--- src/rtl/vga_pkg.sv ---
// Shared constants and arbiter state encoding for the VGA framebuffer path.
package vga_pkg;

  localparam int ADDR_W       = 18;
  localparam int VGA_FB_WORDS = 153600;

  localparam int H_ACTIVE = 640;
  localparam int H_TOTAL  = 800;
  localparam int V_ACTIVE = 480;
  localparam int V_TOTAL  = 525;

  typedef enum logic [1:0] {
    ST_IDLE    = 2'd0,
    ST_DISP_RD = 2'd1,
    ST_WR      = 2'd2
  } arb_state_t;

endpackage

--- src/rtl/vga_word_fifo.sv ---
// Display prefetch FIFO: synchronous, power-of-two depth, occupancy count and flush.
module vga_word_fifo #(
  parameter int DEPTH  = 8,
  parameter int DATA_W = 16,
  parameter int CW     = $clog2(DEPTH) + 1
) (
  input  logic              CLK_50M,
  input  logic              FPGA_nRST,
  input  logic              flush_i,
  input  logic              push_i,
  input  logic [DATA_W-1:0] wdata_i,
  input  logic              pop_i,
  output logic [DATA_W-1:0] rdata_o,
  output logic [CW-1:0]     count_o
);

  localparam int AW = $clog2(DEPTH);

  logic [DATA_W-1:0] mem_q [DEPTH];
  logic [AW-1:0]     wr_ptr_q;
  logic [AW-1:0]     rd_ptr_q;
  logic [CW-1:0]     cnt_q;
  logic [CW-1:0]     cnt_d;

  always_comb begin
    cnt_d = cnt_q;
    if (push_i && !pop_i) begin
      cnt_d = cnt_q + CW'(1);
    end else if (!push_i && pop_i) begin
      cnt_d = cnt_q - CW'(1);
    end
  end

  always_ff @(posedge CLK_50M or negedge FPGA_nRST) begin
    if (!FPGA_nRST) begin
      wr_ptr_q <= '0;
      rd_ptr_q <= '0;
      cnt_q    <= '0;
    end else if (flush_i) begin
      wr_ptr_q <= '0;
      rd_ptr_q <= '0;
      cnt_q    <= '0;
    end else begin
      if (push_i) wr_ptr_q <= wr_ptr_q + AW'(1);
      if (pop_i)  rd_ptr_q <= rd_ptr_q + AW'(1);
      cnt_q <= cnt_d;
    end
  end

  // Storage carries no reset; validity is tracked by the pointers alone.
  always_ff @(posedge CLK_50M) begin
    if (push_i && !flush_i) mem_q[wr_ptr_q] <= wdata_i;
  end

  assign rdata_o = mem_q[rd_ptr_q];
  assign count_o = cnt_q;

endmodule

--- src/rtl/vga_fb_arbiter.sv ---
// Single-port framebuffer arbiter: display prefetch reads vs. drawing-port writes,
// plus the byte-serialising pixel output stage.
module vga_fb_arbiter import vga_pkg::*; #(
  parameter int FIFO_DEPTH = 8,
  parameter int URGENT_LVL = 4,
  parameter int FB_WORDS   = VGA_FB_WORDS
) (
  input  logic              CLK_50M,
  input  logic              FPGA_nRST,
  input  logic              Pix_CE,
  input  logic [9:0]        HS_Count,
  input  logic [9:0]        VS_Count,
  input  logic              Data_valid,
  input  logic              Wr_Req,
  input  logic [ADDR_W-1:0] Wr_Addr,
  input  logic [15:0]       Wr_Data,
  output logic              Wr_Ack,
  output logic              Mem_En,
  output logic              Mem_We,
  output logic [ADDR_W-1:0] Mem_Addr,
  output logic [15:0]       Mem_WData,
  input  logic [15:0]       Mem_RData,
  output logic [7:0]        Pixel_Out,
  output logic              Pixel_Valid,
  output logic              Underflow
);

  localparam int CW = $clog2(FIFO_DEPTH) + 1;

  arb_state_t        state_q;
  logic [ADDR_W-1:0] disp_addr_q;
  logic [ADDR_W-1:0] mem_addr_q;
  logic [15:0]       mem_wdata_q;
  logic              rvalid_q;
  logic              phase_q;
  logic [7:0]        pix_q;
  logic              pix_vld_q;
  logic              uflow_q;

  logic [CW-1:0] fifo_cnt;
  logic [15:0]   fifo_head;
  logic [CW:0]   occ;
  logic          frame_start;
  logic          rd_on_bus;
  logic          disp_ok;
  logic          urgent;
  logic          wr_pend;
  logic          pix_due;
  logic          fifo_pop;

  assign frame_start = Pix_CE && (HS_Count == 10'd0) && (VS_Count == 10'd0);
  assign rd_on_bus   = (state_q == ST_DISP_RD);

  // Up to two reads can be outstanding: one on the bus, one returning data.
  assign occ     = (CW+1)'(fifo_cnt) + (CW+1)'(rd_on_bus) + (CW+1)'(rvalid_q);
  assign disp_ok = !frame_start && (occ < (CW+1)'(FIFO_DEPTH)) &&
                   ({1'b0, disp_addr_q} < (ADDR_W+1)'(FB_WORDS));
  assign urgent  = occ < (CW+1)'(URGENT_LVL);
  // A request still high during its own ack cycle has already been served.
  assign wr_pend = Wr_Req && !Wr_Ack;

  assign Mem_En    = (state_q != ST_IDLE);
  assign Mem_We    = (state_q == ST_WR);
  assign Wr_Ack    = (state_q == ST_WR);
  assign Mem_Addr  = mem_addr_q;
  assign Mem_WData = mem_wdata_q;

  always_ff @(posedge CLK_50M or negedge FPGA_nRST) begin
    if (!FPGA_nRST) begin
      state_q     <= ST_IDLE;
      disp_addr_q <= '0;
      mem_addr_q  <= '0;
      mem_wdata_q <= '0;
      rvalid_q    <= 1'b0;
    end else begin
      rvalid_q <= rd_on_bus && !frame_start;
      if (frame_start) disp_addr_q <= '0;
      if (disp_ok && urgent) begin
        state_q     <= ST_DISP_RD;
        mem_addr_q  <= disp_addr_q;
        disp_addr_q <= disp_addr_q + ADDR_W'(1);
      end else if (wr_pend) begin
        state_q     <= ST_WR;
        mem_addr_q  <= Wr_Addr;
        mem_wdata_q <= Wr_Data;
      end else if (disp_ok) begin
        state_q     <= ST_DISP_RD;
        mem_addr_q  <= disp_addr_q;
        disp_addr_q <= disp_addr_q + ADDR_W'(1);
      end else begin
        state_q <= ST_IDLE;
      end
    end
  end

  assign pix_due  = Pix_CE && Data_valid && !frame_start;
  assign fifo_pop = pix_due && (fifo_cnt != '0) && phase_q;

  vga_word_fifo #(
    .DEPTH  (FIFO_DEPTH),
    .DATA_W (16),
    .CW     (CW)
  ) u_fifo (
    .CLK_50M   (CLK_50M),
    .FPGA_nRST (FPGA_nRST),
    .flush_i   (frame_start),
    .push_i    (rvalid_q),
    .wdata_i   (Mem_RData),
    .pop_i     (fifo_pop),
    .rdata_o   (fifo_head),
    .count_o   (fifo_cnt)
  );

  // Frame start takes precedence over a pixel strobe on the same cycle.
  always_ff @(posedge CLK_50M or negedge FPGA_nRST) begin
    if (!FPGA_nRST) begin
      pix_q     <= 8'h00;
      pix_vld_q <= 1'b0;
      uflow_q   <= 1'b0;
      phase_q   <= 1'b0;
    end else begin
      pix_vld_q <= 1'b0;
      if (frame_start) begin
        phase_q <= 1'b0;
        uflow_q <= 1'b0;
      end else if (pix_due) begin
        pix_vld_q <= 1'b1;
        if (fifo_cnt == '0) begin
          pix_q   <= 8'h00;
          uflow_q <= 1'b1;
        end else begin
          pix_q   <= phase_q ? fifo_head[15:8] : fifo_head[7:0];
          phase_q <= !phase_q;
        end
      end
    end
  end

  assign Pixel_Out   = pix_q;
  assign Pixel_Valid = pix_vld_q;
  assign Underflow   = uflow_q;

endmodule
--- config.mk ---
export PLATFORM = sky130hd
export DESIGN_NAME = vga_fb_arbiter
export DESIGN_NICKNAME = d
export VERILOG_FILES = /design/src/rtl/vga_pkg.sv /design/src/rtl/vga_word_fifo.sv /design/src/rtl/vga_fb_arbiter.sv
export SDC_FILE = /design/constraint.sdc
export NUM_CORES = 1
export LEC_CHECK = 0
export BUFFER_PORTS_ARGS = -buffer_cell sky130_fd_sc_hd__buf_2
export CORE_MARGIN = 5
export CORE_UTILIZATION = 35
export DETAILED_ROUTE_END_ITERATION = 6
export PLACE_DENSITY = 0.56
export SLEW_MARGIN = 20
export SYNTH_ARGS = -nofsm -noshare
export SYNTH_HDL_FRONTEND = slang
export SYNTH_SLANG_ARGS = --single-unit
--- constraint.sdc ---
create_clock -name CLK_50M -period 8.1 [get_ports CLK_50M]
set_input_delay 0.81 -clock CLK_50M [delete_from_list [all_inputs] [get_ports CLK_50M]]
set_output_delay 0.81 -clock CLK_50M [all_outputs]
set_load 0.1 [all_outputs]
==> impl_metrics.toml, run 1 <==
[finish]
fin_util_pct = 42.8
final_cells = 994
diodes = 0
fin_nets = 736
drive_above_1_share_pct = 32.8
nFillCells = 2215
syn_to_final_growth_pct = 21.4

[critical_path]
worstPathArrival_ns = 3.60
worst_setup_path_end_kind = "flip-flop"
critPathLaunch = "VS_Count[1]"
worstReg2RegStart = "u_fifo.count_o[2]"
critical_path.max_fanout = 33
worstPathRequired_ns = 8.48
critPathKind = "in2reg"
start_kind = "input port"

[grt]
antenna_found_initial = 1
grt_pass1_wl_um = 30600
grt_overflow = 0
grt_pass1_vias = 5502
grt_max_degree = 77
grt_util_all_layers_pct = 13.8

[synth]
synth_area_um2 = 8500
synthTopCellsByCount = "edfxtp_1, dfrtp_1, mux4_2"
seq_area_frac_synth_pct = 67.6
syn_nets = 612
synth.most_common_cell = "edfxtp_1"
ys_seq_elements = 204
synth_ff_type = "edfxtp_1"
synthCells = 530
yosys.area.top_type = "edfxtp_1"
async_flop_share_pct = 37.3
synth_area_leaders = "edfxtp_1, dfrtp_1, mux4_2"
yosys.cell_types.count = 50
synth_edf_count = 128
synth.avg_cell_area_um2 = 16.0
ys_warn_count = 0
synth_top_area_share_pct = 45.2

[place]
dp_cells = 950
dp_hpwl_um = 12500
portBuffers = 121
gp_congestion = 0.841

[clock_tree]
numClockSinks = 204
tritoncts = "done"
clockBufferDepth = 3
cts.htree.levels = 1
cts_hold_buf = 0
cts_made_buffers = 23
postCtsSetupRepairBufs = 0
cts_root_buffer = "clkbuf_16"
insertion_delay_ns = 0.52
clkSlewWorstSetupHoldPaths_ns = 0.06
post_cts_resized = 0

[hold_path]
hp-class = "in2async"

[detailed_routing]
vias = 5213
detail-route-antenna-nets = 0
wire_per_inst_um = 19.5
wl_um = 19300
vias_per_cell = 5.24
drt_first_pass_iters = 4
drt_first_iter_violations = 392
drc = 0

[sta]
worst_pin_slew_ns = 1.05
fin_tns_setup_ns = 0
timing_hold_violations_final = 0
max_freq_mhz = 310
period_needed_ns = 3.22
final-setup-viol-count = 0
final-max-slew-violation-count = 0
rsz0062_at_grt = "false"
finClkSkew_ns = 0.0138
timing.final.crit_share_pct = 39.8
slew_headroom_pct = 29.7

[floorplanning]
fp.dieH_um = 166
rows = 57
die_x_um = 166
dieArea_um2 = 27500
ios = 122
coreArea_um2 = 24100
initial_utilization_pct = 35.3

[pwr]
p_sw_mw = 1.90
p_sw_share_pct = 43.5
p_seq_share_pct = 34.8
combPwrFrac_pct = 41.5
peakVddDrop_v = 0.000451
leakagePower_nw = 3.98
pwr-share-clk_pct = 23.7
total_power_mw = 4.36
powerDensity_nw_per_um2 = 423
p_int_mw = 2.46

[flow_run]
cap_violations = 0

[run_status]
status = "completed"
-- routing by layer --
layer	track usage [%]	share of wire (%)
met1	18.3	43
met2	22.7	48
met3	3.57	6.2
met4	3.69	2.4
met5	0	0.10
-- critical path, stage by stage --
cell and delay (ns):
buf_2 0.10, nor4b_1 0.30, nand2_1 0.13, or3_2 0.77, a21oi_1 0.33, inv_1 0.10
ha_1 0.28, a21o_1 0.17, a21oi_1 0.16, mux2i_1 0.24, xor2_1 0.16, nor2_1 0.05
-- flip-flops by register name, summed over array words and instances (netlist names) --
name and count:
u_fifo.count_o 4, Pixel_Valid 1, u_fifo.mem_q 128, u_fifo.rd_ptr_q 3, u_fifo.wr_ptr_q 3, phase_q 1, Underflow 1, state_q 2
disp_addr_q 18, Pixel_Out 8, Mem_WData 16, rvalid_q 1, Mem_Addr 18
-- cell families after synthesis --
group	Yosys count	synth area share, %
DFF	204	67.6
AOI/OAI and AO/OA	79	7.34
and+or+nand+nor	119	7.77
adders and majority gates	7	1.12
xor gates and xnor gates	7	0.721
muxes	70	13.2
buffers and inverters	44	2.31
-- power by group through the flow --
stage	clock network [mW]	logic (mW)	registers [mW]
CTS	1.06	1.83	1.52
finish	1.03	1.81	1.52
floorplan	0	0.770	2.19
global placement	0	1.77	1.54
detailed placement	0	1.82	1.54
global route	1.11	1.92	1.55
-- final timing paths --
path	end	slack, ns	cells past startpoint
setup / recovery	u_fifo.count_o[3]	4.88	12
hold / removal	Mem_Addr[9]	0.25	1
setup reg to reg	u_fifo.count_o[3]	5.02	10
hold reg to reg	Mem_WData[9]	0.48	1
max in group asynchronous	u_fifo.rd_ptr_q[1]	7.23	2
min in group CLK_50M	Mem_WData[9]	0.48	1
-- stage by stage --
step           setup slack [ns]  area, um^2  hold slack [ns]
3_3_place_gp               4.30        9490            0.461
5_1_grt                    4.62       10300            0.269
2_1_floorplan              4.76        8500            0.461
4_1_cts                    4.77       10300            0.483
3_5_place_dp               4.24        9510            0.471
6_report                   4.88       10300            0.247
-- placed cells by master, fill, tap and decap left out, drive strengths merged, types with 4 or more instances in the layout --
cell type / Yosys / final
clkbuf: 20 / 34
or3: 6 / 6
mux4: 32 / 32
a21oi: 17 / 17
ha: 6 / 6
buf: 12 / 131
xnor2: 5 / 5
o31ai: 4 / 4
nand3: 10 / 10
nand2: 23 / 23
o221ai: 8 / 8
nand2b: 9 / 9
mux2i: 22 / 22
or4: 5 / 5
a221o: 18 / 18
and3: 19 / 19
nor4: 11 / 11
mux2: 16 / 16
nor3: 9 / 9
o21ai: 16 / 16
inv: 12 / 14
edfxtp: 128 / 128
dfrtp: 76 / 76
nor2: 14 / 14
-- final cells by class --
| type | instances | area [um^2] | share of cell area, % |
|---|---|---|---|
| sequential | 204 | 5750 | 55.7 |
| multi-input combinational | 282 | 2640 | 25.5 |
| timing repair buffer | 131 | 727 | 7.04 |
| clock buffer | 34 | 657 | 6.36 |
| tap | 324 | 405 | 3.93 |
| clock inverter | 7 | 106 | 1.03 |
| inverter | 12 | 45.0 | 0.436 |
Note: power is estimated with default switching activity, not from simulation.
==> inputs of run 2 (changes only) <==
--- a/config.mk
+++ b/config.mk
@@ -9,7 +9,7 @@
 export CORE_MARGIN = 5
 export CORE_UTILIZATION = 35
 export DETAILED_ROUTE_END_ITERATION = 6
-export PLACE_DENSITY = 0.56
+export PLACE_DENSITY = 0.58
 export SLEW_MARGIN = 20
 export SYNTH_ARGS = -nofsm -noshare
 export SYNTH_HDL_FRONTEND = slang
==> constraint.sdc (replaced) <==
create_clock -name CLK_50M -period 2.9 [get_ports CLK_50M]
set_input_delay 0.29 -clock CLK_50M [delete_from_list [all_inputs] [get_ports CLK_50M]]
set_output_delay 0.29 -clock CLK_50M [all_outputs]
set_load 0.1 [all_outputs]
==> impl_metrics.toml, run 2 (same netlist as run 1, synthesis figures left out) <==
[critical_path]
critical_path.max_fanout = 8
crit_chain = "nor4_1 -> nor3_1 -> a21oi_1 -> inv_1 -> ha_1 -> a21o_1 -> a21oi_1 -> mux2i_1 -> xor2_1 -> nor2_1"
critPathMostFrequentCell = "a21oi_1"
critPathKind = "reg2reg"
worstPathArrival_ns = 3.03
slowest_delay_ns = 0.46
worst_setup_path_end_kind = "flip-flop"
start_kind = "flip-flop"
critPathSlowestCell = "dfrtp_1"
worstPathRequired_ns = 3.29

[floorplanning]
ios = 122
dieArea_um2 = 27500
coreArea_um2 = 24100
initial_utilization_pct = 35.3
die_x_um = 166
fp.dieH_um = 166
rows = 57

[detailed_routing]
detail-route-antenna-nets = 0
wl_um = 19200
wire_per_inst_um = 18.5
vias = 5300
drc = 0
wl_met1_um = 8250
top_layer_used = "met5"
drt_first_iter_violations = 240
wl_met3_um = 1160
wl_met2_um = 9340
vias_per_cell = 5.11
drt_first_pass_iters = 5

[grt]
grt_overflow = 0
antenna_found_initial = 2
grt_max_degree = 77
grt_util_all_layers_pct = 13.7
grt_pass1_vias = 5625
grt_pass1_wl_um = 30800

[pwr]
p_sw_mw = 5.30
leakagePower_nw = 4.13
peakVddDrop_v = 0.00112
p_seq_share_pct = 34.4
pwr-share-clk_pct = 22.7
p_int_mw = 6.78
p_sw_share_pct = 43.9
combPwrFrac_pct = 43.0
powerDensity_nw_per_um2 = 1140

[clock_tree]
cts_root_buffer = "clkbuf_16"
cts.htree.levels = 1
cts_made_buffers = 24
insertion_delay_ns = 0.53
tritoncts = "done"
postCtsSetupRepairBufs = 0
numClockSinks = 204
cts_hold_buf = 24
post_cts_resized = 0
clockBufferDepth = 3
clkSlewWorstSetupHoldPaths_ns = 0.06

[sta]
fin_tns_setup_ns = 0
timing.final.crit_share_pct = 90.8
final-setup-viol-count = 0
final-max-slew-violation-count = 0
timing_hold_violations_final = 0
period_needed_ns = 2.63
slew_headroom_pct = 30.1
worst_pin_slew_ns = 1.04
finClkSkew_ns = 0.0277
max_freq_mhz = 380
rsz0062_at_grt = "false"

[finish]
fin_util_pct = 44.0
multi_input_area_um2 = 2610
layout_commonest_cell = "edfxtp_1"
regArea_um2 = 5750
top_register = "u_fifo.mem_q"
most-common-layout-cells = "edfxtp_1, buf_2, dfrtp_1, mux4_2, dlygate4sd3_1"
nFillCells = 2183
drive_above_1_share_pct = 32.1
largest_reg_flops = 128
fin_area_um2 = 10600
fin_nets = 777
syn_to_final_growth_pct = 24.7

[place]
dp_hpwl_um = 12100
placedInstanceArea_um2 = 9610
portBuffers = 121
gp_congestion = 0.798

[hold_path]
hp-class = "in2reg"

[run_status]
status = "completed"

[flow_run]
cap_violations = 0
## run 2: changes by cell type in the layout (fill, tap and decap cells not counted), sizes merged, moves of 2 or more
cell         before  now
dlygate4sd3       0   26
buf             131  145
clkinv            2   12
bufinv            2    0
clkbuf           34   32
inv              14   12
## run 2: through the flow
| stage | std cells | setup WS, ns | power [mW] | hold slack (ns) |
|---|---|---|---|---|
| after detailed placement | 967 | 0.106 | 9.43 | 0.473 |
| after floorplan | 530 | 0.0763 | 8.27 | -0.00559 |
| after global placement | 967 | 0.173 | 9.33 | 0.462 |
| after global routing | 1037 | 0.0869 | 12.7 | 0.00291 |
| after CTS | 1035 | 0.269 | 12.2 | 0.00190 |
| final | 1038 | 0.267 | 12.1 | 0.0251 |
## run 2: routing by layer
metal / up-vias / global-route usage (%)
met5: - / 0
met4: 4 / 3.23
met3: 39 / 3.36
met2: 157 / 23.3
met1: 2671 / 17.7
li1: 2429 / -
## run 2: path summary, 6_finish.rpt
path	from	to	slack, ns	depth (start not counted)
worst max register to register	u_fifo.count_o[2]	u_fifo.count_o[3]	0.27	10
min in group asynchronous	FPGA_nRST	Mem_Addr[0]	0.37	2
max in group asynchronous	FPGA_nRST	u_fifo.rd_ptr_q[0]	1.96	2
worst max-delay path	u_fifo.count_o[2]	u_fifo.count_o[3]	0.27	10
worst min-delay path	Wr_Data[0]	Mem_WData[0]	0.03	2
worst min register to register	Mem_WData[14]	Mem_WData[14]	0.48	1
## run 2: power by group through the flow
stage	logic [mW]	registers (mW)	clock network [mW]
finish	5.19	4.16	2.74
global route	5.49	4.23	2.97
CTS	5.26	4.15	2.81
detailed placement	5.22	4.21	0
global placement	5.17	4.17	0
floorplan	2.15	6.12	0
## run 2: layout make-up
type,instances,area share (%)
clock buffer,32,6.13
inverter,12,0.425
clock inverter,12,0.767
sequential,204,54.2
tap,324,3.82
antenna,1,0.0236
multi-input combinational,282,24.6
timing repair buffer,171,10.0
## run 2: worst max-delay path, delay by kind of cell, from the launching register on
family / cells / cell delay (ns)
fa+ha+maj: 1 / 0.28
buf+inv: 1 / 0.10
mux: 1 / 0.23
compound gates: 3 / 0.61
xor+xnor: 1 / 0.16
flops: 1 / 0.46
simple gates: 3 / 0.67
==> inputs of run 3 (changes only) <==
--- a/config.mk
+++ b/config.mk
@@ -9,7 +9,7 @@
 export CORE_MARGIN = 5
 export CORE_UTILIZATION = 35
 export DETAILED_ROUTE_END_ITERATION = 6
-export PLACE_DENSITY = 0.58
+export PLACE_DENSITY_LB_ADDON = 0.3
 export SLEW_MARGIN = 20
 export SYNTH_ARGS = -nofsm -noshare
 export SYNTH_HDL_FRONTEND = slang
==> impl_metrics.toml, run 3 (same netlist as run 1, synthesis figures left out) <==
[run_status]
status = "completed"

[finish]
most-common-layout-cells = "edfxtp_1, buf_2, dfrtp_1, mux4_2, dlygate4sd3_1"
top_register = "u_fifo.mem_q"
syn_to_final_growth_pct = 26.4
fin_util_pct = 44.6
fin_nets = 779
drive_above_1_share_pct = 33.2
layout_commonest_cell = "edfxtp_1"
diodes = 0
largest_reg_flops = 128

[grt]
grt_pass1_wl_um = 31500
grt_pass1_vias = 5625
antenna_found_initial = 1
grt_overflow = 0
grt_max_degree = 77
grt_util_all_layers_pct = 13.9

[clock_tree]
postCtsSetupRepairBufs = 0
numClockSinks = 204
post_cts_resized = 0
cts_made_buffers = 23
cts.htree.levels = 1
insertion_delay_ns = 0.52
cts_root_buffer = "clkbuf_16"
cts_hold_buf = 28
clockBufferDepth = 3
tritoncts = "done"
clkSlewWorstSetupHoldPaths_ns = 0.06

[detailed_routing]
wl_um = 19400
vias_per_cell = 5.16
drt_first_pass_iters = 5
wire_per_inst_um = 18.7
drt_first_iter_violations = 242
vias = 5354
detail-route-antenna-nets = 0
drc = 0

[place]
gp_congestion = 0.845
dp_hpwl_um = 12200
portBuffers = 121

[floorplanning]
die_x_um = 166
fp.dieH_um = 166
dieArea_um2 = 27500
ios = 122
rows = 57
initial_utilization_pct = 35.3
coreArea_um2 = 24100

[pwr]
peakVddDrop_v = 0.000791
total_power_mw = 12.5
leakagePower_nw = 4.20
powerDensity_nw_per_um2 = 1160

[sta]
period_needed_ns = 2.55
fin_tns_setup_ns = 0
final-max-slew-violation-count = 0
finClkSkew_ns = 0.00892
rsz0062_at_grt = "false"
worst_pin_slew_ns = 1.03
timing_hold_violations_final = 0
timing.final.crit_share_pct = 87.9
slew_headroom_pct = 31.4
final-setup-viol-count = 0
max_freq_mhz = 392

[critical_path]
worstPathRequired_ns = 3.34
critPathKind = "reg2reg"
slowest_delay_ns = 0.51
worst_setup_path_end_kind = "flip-flop"
crit_chain = "ha_1 -> and3b_1 -> o311ai_2 -> nand4_1 -> buf_4 -> or4_1 -> a21oi_1"
critical_path.max_fanout = 12
critPathSlowestCell = "or4_1"
worstPathArrival_ns = 2.99
start_kind = "flip-flop"

[hold_path]
hp-class = "in2reg"

[flow_run]
cap_violations = 0
-- run 3: cell types whose count changed in the layout (fill, tap and decap cells not counted), sizes merged --
cell | before | now
clkinv | 12 | 6
bufinv | 0 | 4
clkbuf | 32 | 29
clkinvlp | 0 | 2
dlygate4sd3 | 26 | 28
buf | 145 | 146
diode | 1 | 0
inv | 12 | 13
-- run 3: layout make-up --
cell class,count,area (um^2)
fillers,2160,13400
well taps,324,405
repair buffers,174,1110
inverters,12,45.0
clock buffers,29,648
clock inverters,13,186
flip-flops and latches,204,5750
multi-input cells,282,2610
-- run 3: power breakdown --
part	internal, mW	switching (mW)
sequential	3.73	0.384
combinational	1.46	3.77
clock	1.95	1.16
-- run 3: stage by stage --
stage                     setup WS, ns  std cells  area (um^2)  hold WS [ns]
after floorplan                 0.0763        530         8500      -0.00559
after global placement           0.212        967         9610         0.461
after detailed placement         0.151        967         9610         0.469
after CTS                        0.367       1037        10700     0.0000938
after global routing             0.102       1038        10800       0.00837
final                            0.351       1038        10800        0.0178
-- run 3: metal layers --
metal	GRT usage [%]	wire length, um
met5	0	7
met4	3.26	402
met3	3.45	1310
met2	23.2	9550
met1	18.5	8120
-- run 3: path summary, 6_finish.rpt --
kind,start,to,slack [ns],cells past startpoint
worst max register to register,u_fifo.count_o[0],disp_addr_q[16],0.35,7
worst min-delay path,Wr_Addr[6],Mem_Addr[6],0.02,2
min in group asynchronous,FPGA_nRST,Mem_Addr[7],0.22,2
worst min register to register,Mem_WData[15],Mem_WData[15],0.48,1
worst max-delay path,u_fifo.count_o[0],disp_addr_q[16],0.35,7
max in group asynchronous,FPGA_nRST,Mem_WData[11],2.08,3
-- run 3: critical path: cells and delay by family (launching register included) --
kind	cells	cell delay [ns]
simple gates	3	0.91
flops	1	0.44
fa+ha+maj	1	0.28
buf+inv	1	0.23
compound gates	2	0.61
